===== src/rtl/byte_stream_deserialiser.sv =====
// Packs a valid/ready byte stream into OUT_BYTES-wide words with per-lane keep bits and last.
// Optional idle flush of partial words: define BYTE_STREAM_DESER_IDLE_FLUSH_EN.
module byte_stream_deserialiser #(
   parameter int unsigned OUT_BYTES    = 8,
   parameter int unsigned BIG_ENDIAN   = 1,
   parameter int unsigned IDLE_TIMEOUT = 16
) (
   input  logic                   clk,
   input  logic                   rst_n,
   input  logic [7:0]             s_data,
   input  logic                   s_valid,
   input  logic                   s_last,
   output logic                   s_ready,
   output logic [8*OUT_BYTES-1:0] m_data,
   output logic [OUT_BYTES-1:0]   m_keep,
   output logic                   m_valid,
   output logic                   m_last,
`ifdef BYTE_STREAM_DESER_IDLE_FLUSH_EN
   output logic                   m_flush,
`endif
   input  logic                   m_ready
);

   localparam int unsigned   DW       = 8 * OUT_BYTES;
   localparam int unsigned   CW       = $clog2(OUT_BYTES);
   localparam logic [CW-1:0] LAST_IDX = CW'(OUT_BYTES - 1);

   if (!(OUT_BYTES == 2 || OUT_BYTES == 4 || OUT_BYTES == 8) ||
       IDLE_TIMEOUT < 1 || IDLE_TIMEOUT > 65535) begin : g_bad_param
      $error("byte_stream_deserialiser: illegal parameter value");
   end

   typedef enum logic {FILL = 1'b0, STALL = 1'b1} state_t;

   state_t               state_q, state_d;
   logic [CW-1:0]        cnt_q, cnt_d, lane;
   logic [DW-1:0]        acc_data_q, acc_data_d, word_data, emit_data, m_data_d;
   logic [OUT_BYTES-1:0] acc_keep_q, acc_keep_d, word_keep, emit_keep, m_keep_d;
   logic                 acc_last_q, acc_last_d, emit_last, m_last_d;
   logic                 m_valid_d, s_ready_d;
   logic                 accept, out_free, complete, flush_hit;

   assign accept   = s_valid && s_ready;
   assign out_free = !m_valid || m_ready;

`ifdef BYTE_STREAM_DESER_IDLE_FLUSH_EN
   localparam logic [15:0] IDLE_THRESH = 16'(IDLE_TIMEOUT - 1);
   logic [15:0] idle_q, idle_d;
   logic        acc_flush_q, acc_flush_d, m_flush_d;

   // Idle counter: flush fires on the cycle the count would reach the threshold, unless a byte arrives.
   always_comb begin
      idle_d    = '0;
      flush_hit = 1'b0;
      if (state_q == FILL && cnt_q != '0 && !accept) begin
         if (idle_q == IDLE_THRESH) flush_hit = 1'b1;
         else                       idle_d    = idle_q + 16'd1;
      end
   end
`else
   assign flush_hit = 1'b0;
`endif

   // Accumulator contents with the incoming byte merged into its lane.
   always_comb begin
      lane      = (BIG_ENDIAN != 0) ? LAST_IDX - cnt_q : cnt_q;
      word_data = acc_data_q;
      word_keep = acc_keep_q;
      for (int unsigned i = 0; i < OUT_BYTES; i++) begin
         if (CW'(i) == lane) begin
            word_data[8*i +: 8] = s_data;
            word_keep[i]        = 1'b1;
         end
      end
   end

   // Next-state and datapath control.
   always_comb begin
      state_d    = state_q;
      cnt_d      = cnt_q;
      acc_data_d = acc_data_q;
      acc_keep_d = acc_keep_q;
      acc_last_d = acc_last_q;
      m_data_d   = m_data;
      m_keep_d   = m_keep;
      m_last_d   = m_last;
      m_valid_d  = m_valid && !m_ready;
      complete   = 1'b0;
      emit_data  = acc_data_q;
      emit_keep  = acc_keep_q;
      emit_last  = 1'b0;
`ifdef BYTE_STREAM_DESER_IDLE_FLUSH_EN
      acc_flush_d = acc_flush_q;
      m_flush_d   = m_flush;
`endif
      case (state_q)
         FILL: begin
            if (accept) begin
               emit_data = word_data;
               emit_keep = word_keep;
               emit_last = s_last;
               complete  = (cnt_q == LAST_IDX) || s_last;
            end else begin
               complete  = flush_hit;
            end
            if (complete) begin
               cnt_d = '0;
               if (out_free) begin
                  m_valid_d  = 1'b1;
                  m_data_d   = emit_data;
                  m_keep_d   = emit_keep;
                  m_last_d   = emit_last;
                  acc_data_d = '0;
                  acc_keep_d = '0;
                  acc_last_d = 1'b0;
`ifdef BYTE_STREAM_DESER_IDLE_FLUSH_EN
                  m_flush_d   = flush_hit;
                  acc_flush_d = 1'b0;
`endif
               end else begin
                  acc_data_d = emit_data;
                  acc_keep_d = emit_keep;
                  acc_last_d = emit_last;
                  state_d    = STALL;
`ifdef BYTE_STREAM_DESER_IDLE_FLUSH_EN
                  acc_flush_d = flush_hit;
`endif
               end
            end else if (accept) begin
               cnt_d      = cnt_q + CW'(1);
               acc_data_d = word_data;
               acc_keep_d = word_keep;
            end
         end
         STALL: begin
            if (m_valid && m_ready) begin
               m_valid_d  = 1'b1;
               m_data_d   = acc_data_q;
               m_keep_d   = acc_keep_q;
               m_last_d   = acc_last_q;
               acc_data_d = '0;
               acc_keep_d = '0;
               acc_last_d = 1'b0;
               state_d    = FILL;
`ifdef BYTE_STREAM_DESER_IDLE_FLUSH_EN
               m_flush_d   = acc_flush_q;
               acc_flush_d = 1'b0;
`endif
            end
         end
      endcase
      s_ready_d = (state_d == FILL);
   end

   always_ff @(posedge clk or negedge rst_n) begin
      if (!rst_n) state_q <= FILL;
      else        state_q <= state_d;
   end

   // s_ready is held low through reset and rises on the first edge after release.
   always_ff @(posedge clk or negedge rst_n) begin
      if (!rst_n) begin
         s_ready    <= 1'b0;
         cnt_q      <= '0;
         acc_data_q <= '0;
         acc_keep_q <= '0;
         acc_last_q <= 1'b0;
         m_data     <= '0;
         m_keep     <= '0;
         m_last     <= 1'b0;
         m_valid    <= 1'b0;
`ifdef BYTE_STREAM_DESER_IDLE_FLUSH_EN
         idle_q      <= '0;
         acc_flush_q <= 1'b0;
         m_flush     <= 1'b0;
`endif
      end else begin
         s_ready    <= s_ready_d;
         cnt_q      <= cnt_d;
         acc_data_q <= acc_data_d;
         acc_keep_q <= acc_keep_d;
         acc_last_q <= acc_last_d;
         m_data     <= m_data_d;
         m_keep     <= m_keep_d;
         m_last     <= m_last_d;
         m_valid    <= m_valid_d;
`ifdef BYTE_STREAM_DESER_IDLE_FLUSH_EN
         idle_q      <= idle_d;
         acc_flush_q <= acc_flush_d;
         m_flush     <= m_flush_d;
`endif
      end
   end

endmodule


===== config.mk =====
export PLATFORM = sky130hd
export DESIGN_NAME = byte_stream_deserialiser
export DESIGN_NICKNAME = d
export VERILOG_FILES = /design/src/rtl/byte_stream_deserialiser.sv
export SDC_FILE = /design/constraint.sdc
export NUM_CORES = 1
export LEC_CHECK = 0
export CAP_MARGIN = 10
export CELL_PAD_IN_SITES_DETAIL_PLACEMENT = 0
export CELL_PAD_IN_SITES_GLOBAL_PLACEMENT = 1
export CORE_ASPECT_RATIO = 0.75
export CORE_UTILIZATION = 39
export DETAILED_ROUTE_END_ITERATION = 12
export HOLD_SLACK_MARGIN = 0.05
export PLACE_DENSITY_LB_ADDON = 0.1
export SKIP_CTS_REPAIR_TIMING = 1
export SLEW_MARGIN = 0
export SYNTH_ARGS = -nofsm -noshare
export SYNTH_HDL_FRONTEND = slang
export SYNTH_SLANG_ARGS = --single-unit

===== constraint.sdc =====
create_clock -name clk -period 2.25 [get_ports clk]
set_clock_uncertainty 0.15 [all_clocks]
set_input_delay 0.45 -clock clk [delete_from_list [all_inputs] [get_ports clk]]
set_output_delay 0.45 -clock clk [all_outputs]
set_load 0.05 [all_outputs]

==> reports/results.ini, run 1 <==
[setup_path]
cp_max_fo = 2
crit_required_ns = 1.65
critPathMaxStageDelay_ns = 0.83
r2r-end = m_data[22]
crit_path_start_kind = register
path_cells = clkdlybuf4s50_1
reg2reg_setup_slack_ns = 0.11
criticalPathCategory = register to output port
cp.arrival_ns = 1.63
path_buf_inv = 1
rr_startpoint = cnt_q[0]
path_delay_family = buffers and inverters
slowest_stage = clkdlybuf4s50_1
ff2ff_path_depth = 7
critPathCaptureType = output port

[drt]
routedWlPerCell_um = 17.5
final_antenna_net_count = 0
drt-initial-drc-count = 268
drt_pass1_iterations = 4
drc_errors = 0
vias_per_cell = 5.07
num_vias = 5348
routed_wl_um = 18500

[sta]
finalSetupViolations = 0
post-route-period-util_pct = 99.1
min_period_ns = 2.23
rsz0062_at_grt = false
fmax_mhz = 449
tns_ns = 0
maxSlewViolCount = 0
worst_pin_slew_ns = 0.517
final_hold_viol_count = 0
max-slew-margin-rel_pct = 65.5

[yosys]
async_flop_share_pct = 100
yosysSeqAreaShare_pct = 53.1
synth_area_leaders = dfrtp_1 (53%), mux2i_1 (17%), o21ai_0 (8.4%)
synthCells = 704
synth_ff_type = dfrtp_1
synth-edff-count = 0
yosys_warnings = 0
ys_ff_latch = 152
syn-num-nets = 724
synth_cell_types = 38
synth_top_area_share_pct = 53.1
synth_top_area_cell = dfrtp_1
synthTopCellsByCount = dfrtp_1 (152), nand2_1 (148), mux2i_1 (123)
yosysMostFrequentCell = dfrtp_1
syn_area_mm2 = 0.00717
synth.avg_cell_area_um2 = 10.2

[grt]
grt_pass1_vias = 5301
grt_max_degree = 79
use_met2_pct = 30.7
overflow = 0
antenna_found_initial = 0
grt_pass1_wl_um = 29300
grt_util_met1_pct = 29.8
top_usage_layer = met2
grt_use_met3_pct = 3.82
grt_usage_pct = 20.5

[clock_tree]
cts.htree.levels = 4
clock_sinks = 152
clk_latency_ns = 0.43
cts_tree = done
clk_pin_slew_ns = 0.06
cts_buffers = 17
clk_path_buf_depth = 2
root_buffer = clkbuf_16

[placed_design]
port_buffers = 87
hpwl_um = 11700
place_area_mm2 = 0.00855
gp_congestion = 0.776

[power]
leakage_uw = 0.00449
power.density_mw_per_mm2 = 1320
vdd_drop_max_uv = 703

[floorplan]
dieHeight_um = 119
num_rows = 42
dieWidth_um = 159
dieArea_mm2 = 0.0189
core_mm2 = 0.0178
start_util_pct = 40.2
io_pins = 88

[min_path]
holdPathStages = 2
hp-start = m_data[58]
holdPathEnd = m_data[58]
min_path_type = register to register

[flow_run]
maxCapViolCount = 0

[final_layout]
layout.nets = 822
final_area_mm2 = 0.00923
area_growth_syn_to_layout_pct = 28.7
drive_gt1_share_pct = 11.2
diodes = 0

[run_status]
status = finished, final reports clean

[placed cells by master, fill, tap and decap left out, drive strengths merged, types with 2 or more instances in the layout]
cell | netlist | layout
inv | 6 | 6
nand4b | 2 | 2
dlymetal6s2s | 0 | 10
o21ai | 141 | 141
clkinv | 0 | 5
and3 | 2 | 2
nand3 | 4 | 4
nand4 | 3 | 3
mux2i | 123 | 123
dfrtp | 152 | 152
buf | 30 | 52
nor2 | 22 | 22
clkbuf | 28 | 24
o21a | 8 | 8
a21oi | 7 | 7
nand2b | 2 | 2
nor3 | 2 | 2
o211ai | 4 | 4
nand2 | 150 | 150
bufinv | 0 | 2
clkdlybuf4s50 | 0 | 72
ha | 7 | 7
a21o | 2 | 2
[cells by family (layout without fill, tap and decap cells)]
logic type | count (synthesis) | after routing | share of synthesized area, %
buffers and inverters | 64 | 173 | 4.83
flip-flops | 152 | 152 | 53.1
multiplexers | 124 | 124 | 17.3
adder cells (fa/ha/maj) | 7 | 7 | 1.22
AO/OA/AOI/OAI | 166 | 166 | 12.7
AND/OR/NAND/NOR | 191 | 191 | 10.9
[layout make-up]
cell class,instances,area [um2]
multi-input combinational,488,3040
clock buffer,22,454
clock inverter,8,100
tap,242,303
inverter,6,22.5
fill,1618,8590
sequential,152,3800
timing repair buffer,137,1500
[sequential cells by signal (all words and copies together) (netlist names)]
name and flops:
m_last 1, acc_keep_q 8, m_data 64, m_keep 8
m_valid 1, acc_data_q 64, acc_last_q 1, s_ready 1
cnt_q 3, state_q 1
[how the worst max path moves through the flow]
stage / startpoint / to / cells after the start
floorplan: cnt_q[0] / acc_data_q[62] / 8
global placement: s_valid / m_data[53] / 7
detailed placement: s_valid / m_data[51] / 7
CTS: m_data[30] / m_data[30] / 1
global route: m_data[22] / m_data[22] / 1
finish: m_data[14] / m_data[14] / 1
[metal layers]
layer	vias up	wire [um]
li1	2607	-
met1	2642	9290
met2	85	8380
met3	14	590
met4	0	201
met5	-	0
[worst min-delay path: cells and delay by family (launching register included)]
family | cells | cell delay, ns
flops | 1 | 0.34
simple gates | 1 | 0.05
compound gates | 1 | 0.06
[power breakdown]
group / internal, uW / leakage [uW] / switching [uW]
clock network: 1650 / 0.000270 / 1100
registers: 3520 / 0.00208 / 557
logic: 1930 / 0.00215 / 3460
total: 7100 / 0.00449 / 5120
[metrics by stage]
stage	setup slack, ns	hold WS [ns]	utilization [%]	total power, uW	instances
floorplan	0.108	0.00441	-	7560	704
global placement	-0.183	0.242	48.0	9240	1020
detailed placement	-0.247	0.248	48.0	9350	1020
CTS	-0.00360	-0.205	51.1	12100	1050
global route	0.00117	0.355	51.8	12900	1055
finish	0.0211	0.328	51.8	12200	1055
Note: power is estimated with default switching activity, not from simulation.
==> run 2, diff against run 1 <==
CAP_MARGIN = 30   (was 10)
CORE_ASPECT_RATIO = 0.8   (was 0.75)
==> reports/results.ini, run 2 (same netlist as run 1, synthesis figures left out) <==
[run_status]
status = finished, final reports clean

[flow_run]
maxCapViolCount = 0

[floorplan]
start_util_pct = 40.6
dieHeight_um = 123
core_mm2 = 0.0176
dieArea_mm2 = 0.0189
dieWidth_um = 154
num_rows = 43
io_pins = 88

[drt]
routedWlPerCell_um = 17.4
final_antenna_net_count = 0
vias_per_cell = 5.15
top_layer_used = met4
dr_wl_met2_um = 8390
wl_met3_um = 619
drt-met1-wl_um = 8840
routed_wl_um = 18100
num_vias = 5362
drc_errors = 0
drt_pass1_iterations = 4
drt-initial-drc-count = 281

[grt]
grt_usage_pct = 20.5
grt_max_degree = 63
grt_pass1_wl_um = 29500
antenna_found_initial = 0
overflow = 0
grt_pass1_vias = 5517

[setup_path]
crit_required_ns = 1.65
critical_path_depth = 1
cp.arrival_ns = 1.60
path_cells = clkdlybuf4s50_1
rr_startpoint = cnt_q[0]
path_delay_family = buffers and inverters
crit_path_start_kind = register
slowest_stage = clkdlybuf4s50_1
r2r-end = m_data[22]
criticalPathCategory = register to output port
critPathMaxStageDelay_ns = 0.81
path_buf_inv = 1
reg2reg_setup_slack_ns = 0.09
critPathLaunch = m_data[22]
cp_max_fo = 2
critPathCaptureType = output port
endpoint = m_data[22]
ff2ff_path_depth = 7

[final_layout]
final_cell_mix = dfrtp_1 (152), nand2_1 (148), mux2i_1 (123)
layout.nets = 823
diodes = 0
final_area_mm2 = 0.00921
top_regs = acc_data_q x64, m_data x64
area_growth_syn_to_layout_pct = 28.5
layout_commonest_cell = dfrtp_1
drive_gt1_share_pct = 11.4

[power]
swShare_pct = 41.3
power.share.combinational_pct = 43.0
p_clk_share_pct = 23.8
power.density_mw_per_mm2 = 1330
vdd_drop_max_uv = 841
leakage_uw = 0.00446
p_seq_share_pct = 33.2
power.switching_uw = 5080
internal_power_uw = 7210

[clock_tree]
clock_sinks = 152
root_buffer = clkbuf_16
cts.htree.levels = 4
clk_latency_ns = 0.42
clk_path_buf_depth = 2
clk_pin_slew_ns = 0.06
cts_buffers = 17
cts_tree = done

[sta]
worst_slack_ns = 0.0494
hold_ws_ns = 0.326
final_hold_viol_count = 0
max-slew-margin-rel_pct = 65.5
post-route-period-util_pct = 97.8
maxSlewViolCount = 0
worst_pin_slew_ns = 0.517
tns_ns = 0
fmax_mhz = 454
finalSetupViolations = 0
rsz0062_at_grt = false
min_period_ns = 2.20

[min_path]
min_path_type = register to register
holdPathStages = 2

[placed_design]
hpwl_um = 11700
place_area_mm2 = 0.00853
post-place-ws_ns = -0.0320
gp_congestion = 0.778
port_buffers = 87

run 2: worst min-delay path by stage:
stage / startpoint / endpoint / slack (ns)
after floorplan: rst_n / acc_data_q[0] / 0.004
after detailed placement: rst_n / m_keep[6] / 0.24
after global placement: rst_n / m_keep[6] / 0.25
after CTS: rst_n / m_keep[6] / -0.21
after global routing: m_data[47] / m_data[47] / 0.35
final: m_data[31] / m_data[31] / 0.33
run 2: power groups by stage:
| stage | sequential (uW) | clock (uW) | combinational [uW] |
|---|---|---|---|
| final | 4080 | 2920 | 5290 |
| after global routing | 4200 | 3100 | 5710 |
| after floorplan | 5470 | 0 | 2090 |
| after detailed placement | 4130 | 0 | 5230 |
| after global placement | 4080 | 0 | 5150 |
| after CTS | 4090 | 2990 | 5240 |
run 2: metrics by stage:
stage	power [uW]	std cells	util (%)
floorplan	7560	704	-
CTS	12300	1037	51.8
global route	13000	1041	52.2
finish	12300	1041	52.2
detailed placement	9360	1005	48.4
global placement	9230	1005	48.4
run 2: layout make-up:
| cell class | instances | area (um2) |
|---|---|---|
| inverters | 6 | 22.5 |
| clock buffers | 27 | 523 |
| well taps | 225 | 282 |
| clock inverters | 5 | 82.6 |
| repair buffers | 138 | 1460 |
| flip-flops and latches | 152 | 3800 |
| multi-input cells | 488 | 3040 |
| fillers | 1575 | 8440 |
run 2: routing by layer:
metal / global-route usage, % / up-vias
met5: 0 / -
met4: 7.31 / 0
met3: 4.14 / 23
met1: 27.3 / 2629
met2: 33.5 / 103
li1: - / 2607
==> run 3, diff against run 2 <==
ABC_CLOCK_PERIOD_IN_PS = 1800   (was default)
clock period = 1.8 ns   (was 2.25 ns; I/O delays follow)
==> reports/results.ini, run 3 (same netlist as run 1, synthesis figures left out) <==
[run_status]
status = complete, but fails checks
violations = setup timing

[final_layout]
layout.nets = 857
layout_commonest_cell = dfrtp_1
nFillCells = 1429
diodes = 0
top_regs = acc_data_q x64, m_data x64
final_cell_mix = dfrtp_1 (151), nand2_1 (143), mux2i_1 (118)
final_area_mm2 = 0.0105
area_growth_syn_to_layout_pct = 46.4
drive_gt1_share_pct = 32.9
fin_util_pct = 59.5

[power]
power.density_mw_per_mm2 = 1710
internal_power_uw = 10600
swShare_pct = 40.8
leakage_uw = 0.00498
power.share.combinational_pct = 50.3
power.switching_uw = 7310
vdd_drop_max_uv = 992
p_clk_share_pct = 20.5
p_seq_share_pct = 29.2
p_total_uw = 17900

[clock_tree]
clock_sinks = 152
root_buffer = clkbuf_16
clk_path_buf_depth = 2
clk_latency_ns = 0.43
cts_buffers = 17
cts_tree = done
clk_pin_slew_ns = 0.06
cts.htree.levels = 4

[setup_path]
criticalPathCategory = register to register
ff2ff_path_depth = 7
crit_required_ns = 1.96
cp_max_fo = 21
reg2reg_setup_slack_ns = -0.19
rr_startpoint = cnt_q[0]
cp_common_cell = ha_4
path_cells = ha_4 -> ha_4 -> o211a_4 -> o211ai_4 -> buf_12 -> clkbuf_16 -> o21ai_1
critPathMaxStageDelay_ns = 0.43
slowest_stage = dfrtp_1
r2r-end = m_data[14]
cp.arrival_ns = 2.15
critPathCaptureType = register
crit_path_start_kind = register

[grt]
grt_pass1_vias = 5369
overflow = 0
use_met2_pct = 33.4
grt_max_degree = 43
grt_util_met1_pct = 28.1
grt_usage_pct = 20.6
grt_pass1_wl_um = 29600
top_usage_layer = met2
grt_use_met3_pct = 4.10
antenna_found_initial = 0

[sta]
worst_pin_slew_ns = 0.381
finalSetupViolations = 144
fmax_mhz = 503
final_hold_viol_count = 0
worst_slack_ns = -0.189
rsz0062_at_grt = true
post-route-period-util_pct = 110
tns_ns = -17.72
maxSlewViolCount = 0
min_period_ns = 1.99
max-slew-margin-rel_pct = 74.6

[drt]
routed_wl_um = 19800
drt_pass1_iterations = 4
num_vias = 5685
vias_per_cell = 5.29
drt-initial-drc-count = 221
final_antenna_net_count = 0
drc_errors = 0
routedWlPerCell_um = 18.5

[placed_design]
gp_congestion = 0.832
hpwl_um = 12200
place_area_mm2 = 0.00918
port_buffers = 87

[floorplan]
dieArea_mm2 = 0.0189
num_rows = 43
dieWidth_um = 154
core_mm2 = 0.0176
dieHeight_um = 123
io_pins = 88
start_util_pct = 40.6

[min_path]
min_path_type = input port to asynchronous set/reset pin

[flow_run]
maxCapViolCount = 0

## run 3: layer usage
layer  vias to the layer above  routed length [um]
li1                       2681                   -
met1                      2860                9180
met2                       124                9670
met3                        20                 693
met4                         0                 298
met5                         -                   0
## run 3: metrics by stage
stage               setup WS, ns  hold WS, ns  instances
floorplan                 -0.276      -0.0856        704
global placement          -0.364        0.137       1025
detailed placement        -0.382        0.144       1025
CTS                       -0.200       -0.308       1056
global route              -0.258        0.264       1074
finish                    -0.189        0.253       1074
## run 3: worst max-delay path: cells and delay by family (launching register included)
kind	cells	cell delay, ns
buffers and inverters	2	0.42
AOI/OAI and AO/OA	3	0.51
DFF	1	0.43
adders and majority gates	2	0.34
## run 3: layout make-up
| cell class | count | area (um2) | share of cell area, % |
|---|---|---|---|
| tap | 225 | 282 | 2.68 |
| multi-input combinational | 488 | 3390 | 32.3 |
| clock buffer | 20 | 447 | 4.25 |
| sequential | 152 | 3800 | 36.2 |
| inverter | 6 | 22.5 | 0.215 |
| timing repair buffer | 172 | 2400 | 22.9 |
| clock inverter | 11 | 149 | 1.42 |
## run 3: power groups by stage
stage          Combinational, uW  Sequential (uW)  Clock, uW
3_5_place_dp                7540             5290          0
4_1_cts                     7560             5230       3710
5_1_grt                     9570             5390       3880
2_1_floorplan               2790             6850          0
3_3_place_gp                7430             5250          0
6_report                    9020             5240       3670
## run 3: how the worst max path moves through the flow
stage / start / end / depth (start not counted)
after floorplan: cnt_q[0] / acc_data_q[62] / 8
after global placement: s_valid / m_data[31] / 6
after detailed placement: s_valid / m_data[7] / 6
after CTS: cnt_q[0] / acc_data_q[17] / 6
after global routing: cnt_q[0] / m_keep[4] / 8
final: cnt_q[0] / m_data[14] / 7
